$ cat config.mk
export PLATFORM = sky130hd
export DESIGN_NAME = alu_cmd_sequencer
export DESIGN_NICKNAME = d
export VERILOG_FILES = /design/src/rtl/alu_cmd_sequencer_pkg.sv /design/src/rtl/alu_cmd_fifo.sv /design/src/rtl/alu_cmd_sequencer.sv
export SDC_FILE = /design/constraint.sdc
export NUM_CORES = 1
export LEC_CHECK = 0
export ABC_AREA = 1
export BUFFER_PORTS_ARGS = -buffer_cell sky130_fd_sc_hd__clkbuf_2
export CAP_MARGIN = 20
export CORE_UTILIZATION = 30
export CTS_CLUSTER_SIZE = 28
export DETAILED_ROUTE_END_ITERATION = 10
export SYNTH_ARGS = -nofsm -noshare
export SYNTH_HDL_FRONTEND = slang
export SYNTH_SLANG_ARGS = --single-unit
$ cat constraint.sdc
create_clock -name clock -period 4.3 [get_ports clock]
set_input_delay 0.645 -clock clock [delete_from_list [all_inputs] [get_ports clock]]
set_output_delay 0.645 -clock clock [all_outputs]
set_load 0.005 [all_outputs]
$ cat src/rtl/alu_cmd_sequencer_pkg.sv
// ---------------------------------------------------------------------------
// alu_pkg
//   Shared types and constants for the ALU command sequencer: opcode
//   encodings, the divide-by-zero trap result, the buffered command record
//   and the sequencer FSM state type.
// ---------------------------------------------------------------------------
package alu_pkg;

  localparam logic [3:0] OP_ADD  = 4'd0;
  localparam logic [3:0] OP_SUB  = 4'd1;
  localparam logic [3:0] OP_MUL  = 4'd2;
  localparam logic [3:0] OP_DIV  = 4'd3;
  localparam logic [3:0] OP_LAST = OP_DIV;

  localparam logic [7:0] DIV0_RESULT = 8'hFF;

  // One buffered command as accepted from the producer.
  typedef struct packed {
    logic [3:0] op;
    logic [7:0] a;
    logic [7:0] b;
    logic [3:0] tag;
  } alu_cmd_t;

  typedef enum logic [1:0] {
    ST_IDLE = 2'd0,
    ST_WAIT = 2'd1,
    ST_RESP = 2'd2
  } seq_state_t;

  // Opcodes beyond the last one the ALU implements are never issued.
  function automatic logic is_illegal_op(input logic [3:0] op);
    return op > OP_LAST;
  endfunction

endpackage

$ cat src/rtl/alu_cmd_fifo.sv
// ---------------------------------------------------------------------------
// alu_cmd_fifo
//   Small synchronous FIFO of alu_cmd_t entries with a read/write pointer pair
//   and an occupancy count. Head entry is presented combinationally.
//
//   Parameters: DEPTH - number of entries (power of two, >= 2)
//   Ports:
//     clock, reset_n    - clock, asynchronous active-low reset
//     i_push, i_data    - write strobe and entry (ignored while full)
//     i_pop             - remove head (ignored while empty)
//     o_data            - current head entry
//     o_full, o_empty   - occupancy flags
// ---------------------------------------------------------------------------
module alu_cmd_fifo
  import alu_pkg::*;
#(
  parameter int DEPTH = 4
) (
  input  logic     clock,
  input  logic     reset_n,
  input  logic     i_push,
  input  alu_cmd_t i_data,
  input  logic     i_pop,
  output alu_cmd_t o_data,
  output logic     o_full,
  output logic     o_empty
);

  localparam int PTR_W = $clog2(DEPTH);

  alu_cmd_t           r_mem [DEPTH];
  logic [PTR_W-1:0]   r_wr_ptr;
  logic [PTR_W-1:0]   r_rd_ptr;
  logic [PTR_W:0]     r_count;

  logic w_push;
  logic w_pop;

  assign w_push  = i_push && !o_full;
  assign w_pop   = i_pop && !o_empty;
  assign o_full  = (r_count == (PTR_W+1)'(DEPTH));
  assign o_empty = (r_count == '0);
  assign o_data  = r_mem[r_rd_ptr];

  // NOTE: storage has no reset; only the pointers and count define validity,
  // so the array maps onto plain RAM/flops without a reset network.
  always_ff @(posedge clock) begin
    if (w_push) begin
      r_mem[r_wr_ptr] <= i_data;
    end
  end

  // NOTE: sequential state uses non-blocking assignments so every register
  // samples pre-edge values regardless of statement order.
  always_ff @(posedge clock or negedge reset_n) begin
    if (!reset_n) begin
      r_wr_ptr <= '0;
      r_rd_ptr <= '0;
      r_count  <= '0;
    end else begin
      if (w_push) r_wr_ptr <= r_wr_ptr + 1'b1;
      if (w_pop)  r_rd_ptr <= r_rd_ptr + 1'b1;
      case ({w_push, w_pop})
        2'b10:   r_count <= r_count + 1'b1;
        2'b01:   r_count <= r_count - 1'b1;
        default: r_count <= r_count;
      endcase
    end
  end

endmodule

$ cat src/rtl/alu_cmd_sequencer.sv
// ---------------------------------------------------------------------------
// alu_cmd_sequencer
//   Issue stage for the 8-bit alu. Buffers commands in alu_cmd_fifo, drives
//   one command at a time onto the alu inputs, waits out the alu register
//   latency, then returns a tagged result on a valid/ready response port.
//   Illegal opcodes are answered with an error response without driving the
//   alu.
//
//   Build option: ALU_SEQ_DIV0_GUARD_EN - when defined, a divide by zero is
//   also trapped (rsp_data = 8'hFF, rsp_err = 1) instead of being issued.
//
//   Parameters: DEPTH (FIFO entries), ALU_LAT (alu input-to-output cycles)
//   Ports:
//     clock, reset_n                       - clock, async active-low reset
//     cmd_valid/cmd_ready, cmd_op/a/b/tag  - command channel
//     alu_a, alu_b, alu_sel                - registered alu operands/opcode
//     alu_out, alu_carry                   - alu result inputs
//     rsp_valid/rsp_ready, rsp_data/carry/err/tag - response channel
//     busy                                 - FIFO non-empty or FSM active
// ---------------------------------------------------------------------------
module alu_cmd_sequencer
  import alu_pkg::*;
#(
  parameter int DEPTH   = 4,
  parameter int ALU_LAT = 1
) (
  input  logic       clock,
  input  logic       reset_n,
  input  logic       cmd_valid,
  output logic       cmd_ready,
  input  logic [3:0] cmd_op,
  input  logic [7:0] cmd_a,
  input  logic [7:0] cmd_b,
  input  logic [3:0] cmd_tag,
  output logic [7:0] alu_a,
  output logic [7:0] alu_b,
  output logic [3:0] alu_sel,
  input  logic [7:0] alu_out,
  input  logic       alu_carry,
  output logic       rsp_valid,
  input  logic       rsp_ready,
  output logic [7:0] rsp_data,
  output logic       rsp_carry,
  output logic       rsp_err,
  output logic [3:0] rsp_tag,
  output logic       busy
);

  localparam int CNT_W = $clog2(ALU_LAT + 1) + 1;

  alu_cmd_t   w_cmd_in;
  alu_cmd_t   w_head;
  logic       w_full;
  logic       w_empty;
  logic       w_push;
  logic       w_pop;
  logic       w_trap;
  logic [7:0] w_trap_data;

  seq_state_t        r_state;
  logic [CNT_W-1:0]  r_cnt;
  logic              r_trap;
  logic [7:0]        r_trap_data;
  logic [3:0]        r_cur_tag;
  logic [7:0]        r_alu_a;
  logic [7:0]        r_alu_b;
  logic [3:0]        r_alu_sel;
  logic              r_rsp_valid;
  logic [7:0]        r_rsp_data;
  logic              r_rsp_carry;
  logic              r_rsp_err;
  logic [3:0]        r_rsp_tag;

  assign w_cmd_in = '{op: cmd_op, a: cmd_a, b: cmd_b, tag: cmd_tag};
  assign w_push   = cmd_valid && !w_full;

  // The head is taken when idle, or on the response handshake so a queued
  // command does not pay an extra IDLE cycle.
  assign w_pop = !w_empty &&
                 ((r_state == ST_IDLE) || ((r_state == ST_RESP) && rsp_ready));

  alu_cmd_fifo #(.DEPTH(DEPTH)) u_fifo (
    .clock   (clock),
    .reset_n (reset_n),
    .i_push  (w_push),
    .i_data  (w_cmd_in),
    .i_pop   (w_pop),
    .o_data  (w_head),
    .o_full  (w_full),
    .o_empty (w_empty)
  );

  // NOTE: every always_comb output gets a default first so no path leaves it
  // unassigned and infers a latch.
  always_comb begin
    w_trap      = is_illegal_op(w_head.op);
    w_trap_data = 8'h00;
`ifdef ALU_SEQ_DIV0_GUARD_EN
    if ((w_head.op == OP_DIV) && (w_head.b == 8'd0)) begin
      w_trap      = 1'b1;
      w_trap_data = DIV0_RESULT;
    end
`endif
  end

  always_ff @(posedge clock or negedge reset_n) begin
    if (!reset_n) begin
      r_state     <= ST_IDLE;
      r_cnt       <= '0;
      r_trap      <= 1'b0;
      r_trap_data <= '0;
      r_cur_tag   <= '0;
      r_alu_a     <= '0;
      r_alu_b     <= '0;
      r_alu_sel   <= '0;
      r_rsp_valid <= 1'b0;
      r_rsp_data  <= '0;
      r_rsp_carry <= 1'b0;
      r_rsp_err   <= 1'b0;
      r_rsp_tag   <= '0;
    end else begin
      case (r_state)
        ST_WAIT: begin
          if (r_cnt == '0) begin
            r_state     <= ST_RESP;
            r_rsp_valid <= 1'b1;
            r_rsp_tag   <= r_cur_tag;
            if (r_trap) begin
              r_rsp_data  <= r_trap_data;
              r_rsp_carry <= 1'b0;
              r_rsp_err   <= 1'b1;
            end else begin
              r_rsp_data  <= alu_out;
              r_rsp_carry <= alu_carry;
              r_rsp_err   <= 1'b0;
            end
          end else begin
            r_cnt <= r_cnt - 1'b1;
          end
        end
        ST_RESP: begin
          if (rsp_ready) begin
            r_rsp_valid <= 1'b0;
            r_state     <= ST_IDLE;
          end
        end
        default: ;
      endcase

      // A pop overrides the state update above. Legal commands wait ALU_LAT+1
      // cycles for the alu; trapped commands skip the alu and resolve on the
      // next edge, leaving the alu inputs untouched.
      if (w_pop) begin
        r_state     <= ST_WAIT;
        r_cur_tag   <= w_head.tag;
        r_trap      <= w_trap;
        r_trap_data <= w_trap_data;
        if (w_trap) begin
          r_cnt <= '0;
        end else begin
          r_cnt     <= CNT_W'(ALU_LAT);
          r_alu_a   <= w_head.a;
          r_alu_b   <= w_head.b;
          r_alu_sel <= w_head.op;
        end
      end
    end
  end

  assign cmd_ready = !w_full;
  assign busy      = !w_empty || (r_state != ST_IDLE);
  assign alu_a     = r_alu_a;
  assign alu_b     = r_alu_b;
  assign alu_sel   = r_alu_sel;
  assign rsp_valid = r_rsp_valid;
  assign rsp_data  = r_rsp_data;
  assign rsp_carry = r_rsp_carry;
  assign rsp_err   = r_rsp_err;
  assign rsp_tag   = r_rsp_tag;

endmodule
### Word-level counts from Yosys, hierarchy flattened

Memory sizes are Yosys's and may differ from the RTL's.
Cells that the tools add are included.

* add/sub/neg operators: 5
* magnitude comparators: 1
* eq/ne operators: 10
* muxes and demuxes: 17
* bitwise gates (word level): 1
* reductions and logical operators: 22

Operators by type and width (number)
* 2-to-1 mux 2 bit: 6
* 2-to-1 mux 8 bit: 1
* nonzero test 2 bit: 4
* 2-to-1 mux 1 bit: 7
* != test 3 x 2 -> 1 bit, second input constant: 2
* one-hot mux 3 bit (2 select lines): 1
* AND reduction 2 bit: 3
* AND reduction 3 bit: 2
* logical AND 1 bit: 5
* adder 2 x 1 -> 2 bit, second input constant: 2
* == test 2 x 1 -> 1 bit, second input constant: 2
* == test 2 bit, second input constant: 2
* greater-than comparator 4 x 2 -> 1 bit, second input constant: 1
* zero test 2 bit: 2
* != test 2 bit, second input constant: 2
* one-hot mux 2 bit (2 select lines): 1
* adder 3 x 1 -> 3 bit, second input constant: 1
* == test 3 bit, second input constant: 1
* zero test 3 bit: 1
* nonzero test 3 bit: 1
* subtractor 3 x 1 -> 3 bit, second input constant: 1
* zero test 1 bit: 2
* logical OR 1 bit: 2
* != test 2 x 1 -> 1 bit, second input constant: 1
* 3 further kinds: 3

* flip-flop bits (word level): 51
* memory bits (writable): 96
* memories: 1

Memory list
* u_fifo.r_mem: words 4, bits a word 24, rd ports 1, clocked after Yosys merged registers in 0, wr ports 1, RTL line alu_cmd_fifo.sv:31 `alu_cmd_t r_mem [DEPTH];`

### Depth between registers and ports, before layout

* word-level depth: 7
* depth in mapped cells: 12
* gate-level depth less buffers: 11

### Cells and area by module

Synthesis repeated with hierarchy kept, for this count alone.

* cells, all modules: 547
* area total of the unflattened synthesis: 6232.2 um^2

Modules (own cells, without submodules)
* alu_cmd_fifo: times used 1, cells each 341, area each 4374.2 um^2, seq. area each 3057.9 um^2
* alu_cmd_sequencer: times used 1, cells each 206, area each 1858.0 um^2, seq. area each 1101.1 um^2

### Worst setup path after synthesis

No wires, ideal clock.

* kind: input-to-reg
* from: in cmd_valid
* to: mem u_fifo.r_mem[0][0] (netlist name), enable pin
* data arrival time: 1851 ps
* required time: 3895 ps
* setup slack: 2044 ps
* stages: 2
* cells stage by stage: nand2_1 -> nor2_1

* word-level cells in the longest chain between the ends: 4

Ends and longest elaborated chain
* from (decl): RTL line alu_cmd_sequencer.sv:29 `input logic cmd_valid,`
* logical AND 1 bit: RTL line alu_cmd_sequencer.sv:75 `assign w_push = cmd_valid && !w_full;`
* logical AND 1 bit: RTL line alu_cmd_fifo.sv:39 `assign w_push = i_push && !o_full;`
* 2-to-1 mux 1 bit: RTL line alu_cmd_fifo.sv:48 `if (w_push) begin`
* 2-to-1 mux 1 bit (not written as such): RTL line alu_cmd_fifo.sv:49 `r_mem[r_wr_ptr] <= i_data;`
* to (decl): RTL line alu_cmd_fifo.sv:31

Every way passes these cells.

### Final worst setup path

* from: reg r_state[0]
* to: reg u_fifo.r_count[1]

* word-level cells in the longest chain between the ends: 7

Ends and longest elaborated chain
* from (decl): RTL line alu_cmd_sequencer.sv:60 `seq_state_t r_state;`
* from (signal assigned): RTL line alu_cmd_sequencer.sv:108 `r_state <= ST_IDLE;`
* from (signal assigned): RTL line alu_cmd_sequencer.sv:125 `r_state <= ST_RESP;`
* from (signal assigned): RTL line alu_cmd_sequencer.sv:144 `r_state <= ST_IDLE;`
* == test 2 bit: RTL line alu_cmd_sequencer.sv:80 `((r_state == ST_IDLE) || ((r_state == ST_RESP) && rsp_ready));`
* logical AND 1 bit: RTL line alu_cmd_sequencer.sv:80
* logical OR 1 bit (*): RTL line alu_cmd_sequencer.sv:80
* logical AND 1 bit (*): RTL line alu_cmd_sequencer.sv:79 `assign w_pop = !w_empty &&`
* logical AND 1 bit (*): RTL line alu_cmd_fifo.sv:40 `assign w_pop = i_pop && !o_empty;`
* == test 2 x 1 -> 1 bit / == test 2 bit (equally long branches): RTL line alu_cmd_fifo.sv:63 `case ({w_push, w_pop})`
* one-hot mux 3 bit (2 select lines) / nonzero test 2 bit (equally long branches)
* to (signal assigned): RTL line alu_cmd_fifo.sv:64 `2'b10: r_count <= r_count + 1'b1;`
* to (signal assigned): RTL line alu_cmd_fifo.sv:65 `2'b01: r_count <= r_count - 1'b1;`
* to (signal assigned): RTL line alu_cmd_fifo.sv:66 `default: r_count <= r_count;`
* to (decl): RTL line alu_cmd_fifo.sv:34 `logic [PTR_W:0] r_count;`

Mark *: on every way between the ends. The rest lies on a longest branch, timed or not.
A chain may end at the register's enable or synchronous reset.

==> impl_metrics.tcl <==
set metrics [dict create \
    synthCells 530 \
    layout_common_cells "nand2_1 (167), edfxtp_1 (96), clkbuf_2 (73)" \
    p_total_mw 5.205 \
    grt_usage_pct 13.24 \
    layout.nets 654 \
    tns_ns 0 \
    ant_nets 0 \
    slew_violations 0 \
    cts_resized 0 \
    required_ns 4.60 \
    drt-vias-per-instance 4.303 \
    fillers 1962 \
    postLayoutCoreUtil_pct 36.88 \
    hold_viol_final 0 \
    route.detailed.drc 0 \
    p_sw_mw 1.861 \
    syn_area_um2 5994 \
    core_area_um2 19530 \
    tightest_slew_ns 0.7419 \
    grt_max_degree 65 \
    vdd_drop_max_mv 0.3354 \
    portBuffers 73 \
    clkPwrFrac_pct 27.8 \
    diodes 0 \
    cts_sinks 147 \
    crit_path_max_fanout 32 \
    cts_tree "yes" \
    status "finished clean" \
    skew_ns 0.009336 \
    seq_power_share_pct 39.9 \
    cts_made_buffers 17 \
    switching_share_pct 35.75 \
    clk_pin_slew_ns 0.06 \
    overflow 0 \
    period_needed_ns 2.421 \
    path_class "reg2reg" \
    ys_types 25 \
    grt_pass1_wl_mm 20.03 \
    wl_mm 12.42 \
    power_frac_comb_pct 32.3 \
    fmax_mhz 413.0 \
    layout_commonest_cell "nand2_1" \
    rows 51 \
    clk-insertion-delay-late_ns 0.42 \
    cap_violations 0 \
    ys_ff_latch 147 \
    syn-num-nets 577 \
    firstDrtPassIters 6 \
    holdBufCountCts 0 \
    fin_crit_sh_pct 56.31 \
    synthToLayoutAreaGrowth_pct 20.14 \
    first_global_vias 3780 \
    hp-class "in2async" \
    drt_iter0_drc 175 \
    antenna_found_initial 0 \
    ys.warnings.count 0 \
    finalWeightedCongestion 0.7489 \
    crit_path_start_kind "flop" \
    total_leakage_power_nw 3.173 \
    cts_buffer_depth 2 \
    setup_violations 0 \
    end_kind "flop" \
    slew_headroom_pct 50.54 \
    post_cts_buffers 0 \
    power.density_nw_per_um2 722.7 \
    vias 3808 \
    die_w_um 143.4 \
    multi_input_area_um2 1533 \
    h-tree-depth 4 \
    ys_seq_area_share_pct 69.38 \
    ctsRootBufferMaster "clkbuf_16" \
    die_y_um 143.4 \
    dp_hpwl_mm 7.513 \
    die-area_um2 20550 \
    p_int_mw 3.344 \
    syn_avg_cell_area_um2 11.31 \
    layout-drive-gt1-share_pct 20.32 \
    wl_per_cell_um 14.03 \
    start_util_pct 30.70 \
    regArea_um2 4160 \
    cp.arrival_ns 2.72 \
    rsz0062_at_grt "false" \
    ioPinCount 74 \
]
[stage by stage]
stage / area (µm²) / std cells / hold slack [ns] / worst slack, ns
floorplan: 5995 / 530 / 0.3494 / 2.044
finish: 7202 / 885 / 0.2861 / 1.879
CTS: 7202 / 885 / 0.2949 / 1.910
global route: 7202 / 885 / 0.3426 / 1.670
detailed placement: 6619 / 853 / 0.4587 / 1.811
global placement: 6619 / 853 / 0.4541 / 1.836
[synthesized netlist by cell type]
| library cell | n | share of area (%) |
|---|---|---|
| buf_6 | 2 | 0.38 |
| xnor2_1 | 1 | 0.15 |
| nand4_1 | 19 | 2.0 |
| a21oi_2 | 1 | 0.15 |
| buf_2 | 13 | 1.1 |
| or2_2 | 1 | 0.10 |
| xor2_1 | 3 | 0.44 |
| nor2_1 | 44 | 2.8 |
| inv_1 | 44 | 2.8 |
| o21ai_0 | 45 | 3.8 |
| nand3_1 | 2 | 0.17 |
| a21oi_1 | 6 | 0.50 |
| a22o_1 | 9 | 1.3 |
| fa_1 | 1 | 0.33 |
| nand3_4 | 3 | 0.88 |
| edfxtp_1 | 96 | 48 |
| buf_4 | 6 | 0.75 |
| clkbuf_1 | 1 | 0.063 |
| dfrtp_1 | 51 | 21 |
| ha_1 | 9 | 1.9 |
| nand2_1 | 167 | 10 |
| nand3b_4 | 1 | 0.33 |
| nand2_2 | 1 | 0.10 |
| nor2_2 | 1 | 0.10 |
| inv_2 | 3 | 0.19 |
[flip-flops by register name, indices dropped and copies added, names as in the netlist]
name	cells
alu_a	8
rsp_valid	1
u_fifo.r_wr_ptr	2
rsp_err	1
r_state	2
rsp_data	8
rsp_carry	1
u_fifo.r_rd_ptr	2
u_fifo.r_count	3
rsp_tag	4
alu_sel	4
r_cur_tag	4
u_fifo.r_mem	96
r_trap	1
alu_b	8
r_cnt	2
[routing by layer]
| layer | up-vias | part of all wire, % | GRT usage (%) |
|---|---|---|---|
| li1 | 1919 | - | - |
| met1 | 1781 | 46 | 16.34 |
| met2 | 95 | 49 | 22.36 |
| met3 | 13 | 4.6 | 3.399 |
| met4 | 0 | 0.92 | 4.815 |
| met5 | - | 0 | 0 |
[layout make-up]
type	count	area share (%)
clock buffers	18	5.959
clock inverters	14	2.137
inverters	47	2.450
multi-input cells	314	21.28
flip-flops and latches	147	57.77
well taps	265	4.604
repair buffers	80	5.803
[kinds of logic after synthesis]
kind of cell | Yosys count | share of synthesized area (%)
simple gates | 239 | 16.89
compound gates | 61 | 5.719
buf+inv | 69 | 5.218
xor+xnor | 4 | 0.5845
fa+ha+maj | 10 | 2.213
flops | 147 | 69.38
[final timing paths]
kind | cells past startpoint | start | slack (ns) | endpoint
worst max-delay path | 10 | r_state[0] | 1.88 | u_fifo.r_count[1]
worst min-delay path | 1 | reset_n | 0.29 | rsp_tag[1]
worst max register to register | 10 | r_state[0] | 1.88 | u_fifo.r_count[1]
worst min register to register | 2 | alu_sel[2] | 0.47 | alu_sel[2]
max in group asynchronous | 2 | reset_n | 3.18 | u_fifo.r_rd_ptr[0]
min in group clock | 1 | cmd_b[7] | 0.45 | u_fifo.r_mem[2][11]
[power by group through the flow]
stage	clock network, mW	registers [mW]	logic, mW
final	1.45	2.08	1.68
after global routing	1.54	2.12	1.95
after CTS	1.48	2.08	1.71
after detailed placement	0	2.11	1.70
after global placement	0	2.10	1.68
after floorplan	0	2.10	1.20
[worst max-delay path, stage by stage (launching register included)]
cell     delay [ns]
dfrtp_1        0.38
inv_1          0.10
ha_1           0.19
nand2_1        0.07
nand2_1        0.06
nand2_1        0.11
inv_2          0.52
ha_1           0.32
fa_1           0.42
nor2_1         0.11
a21oi_1        0.04
Power figures use the tool's default switching activity.
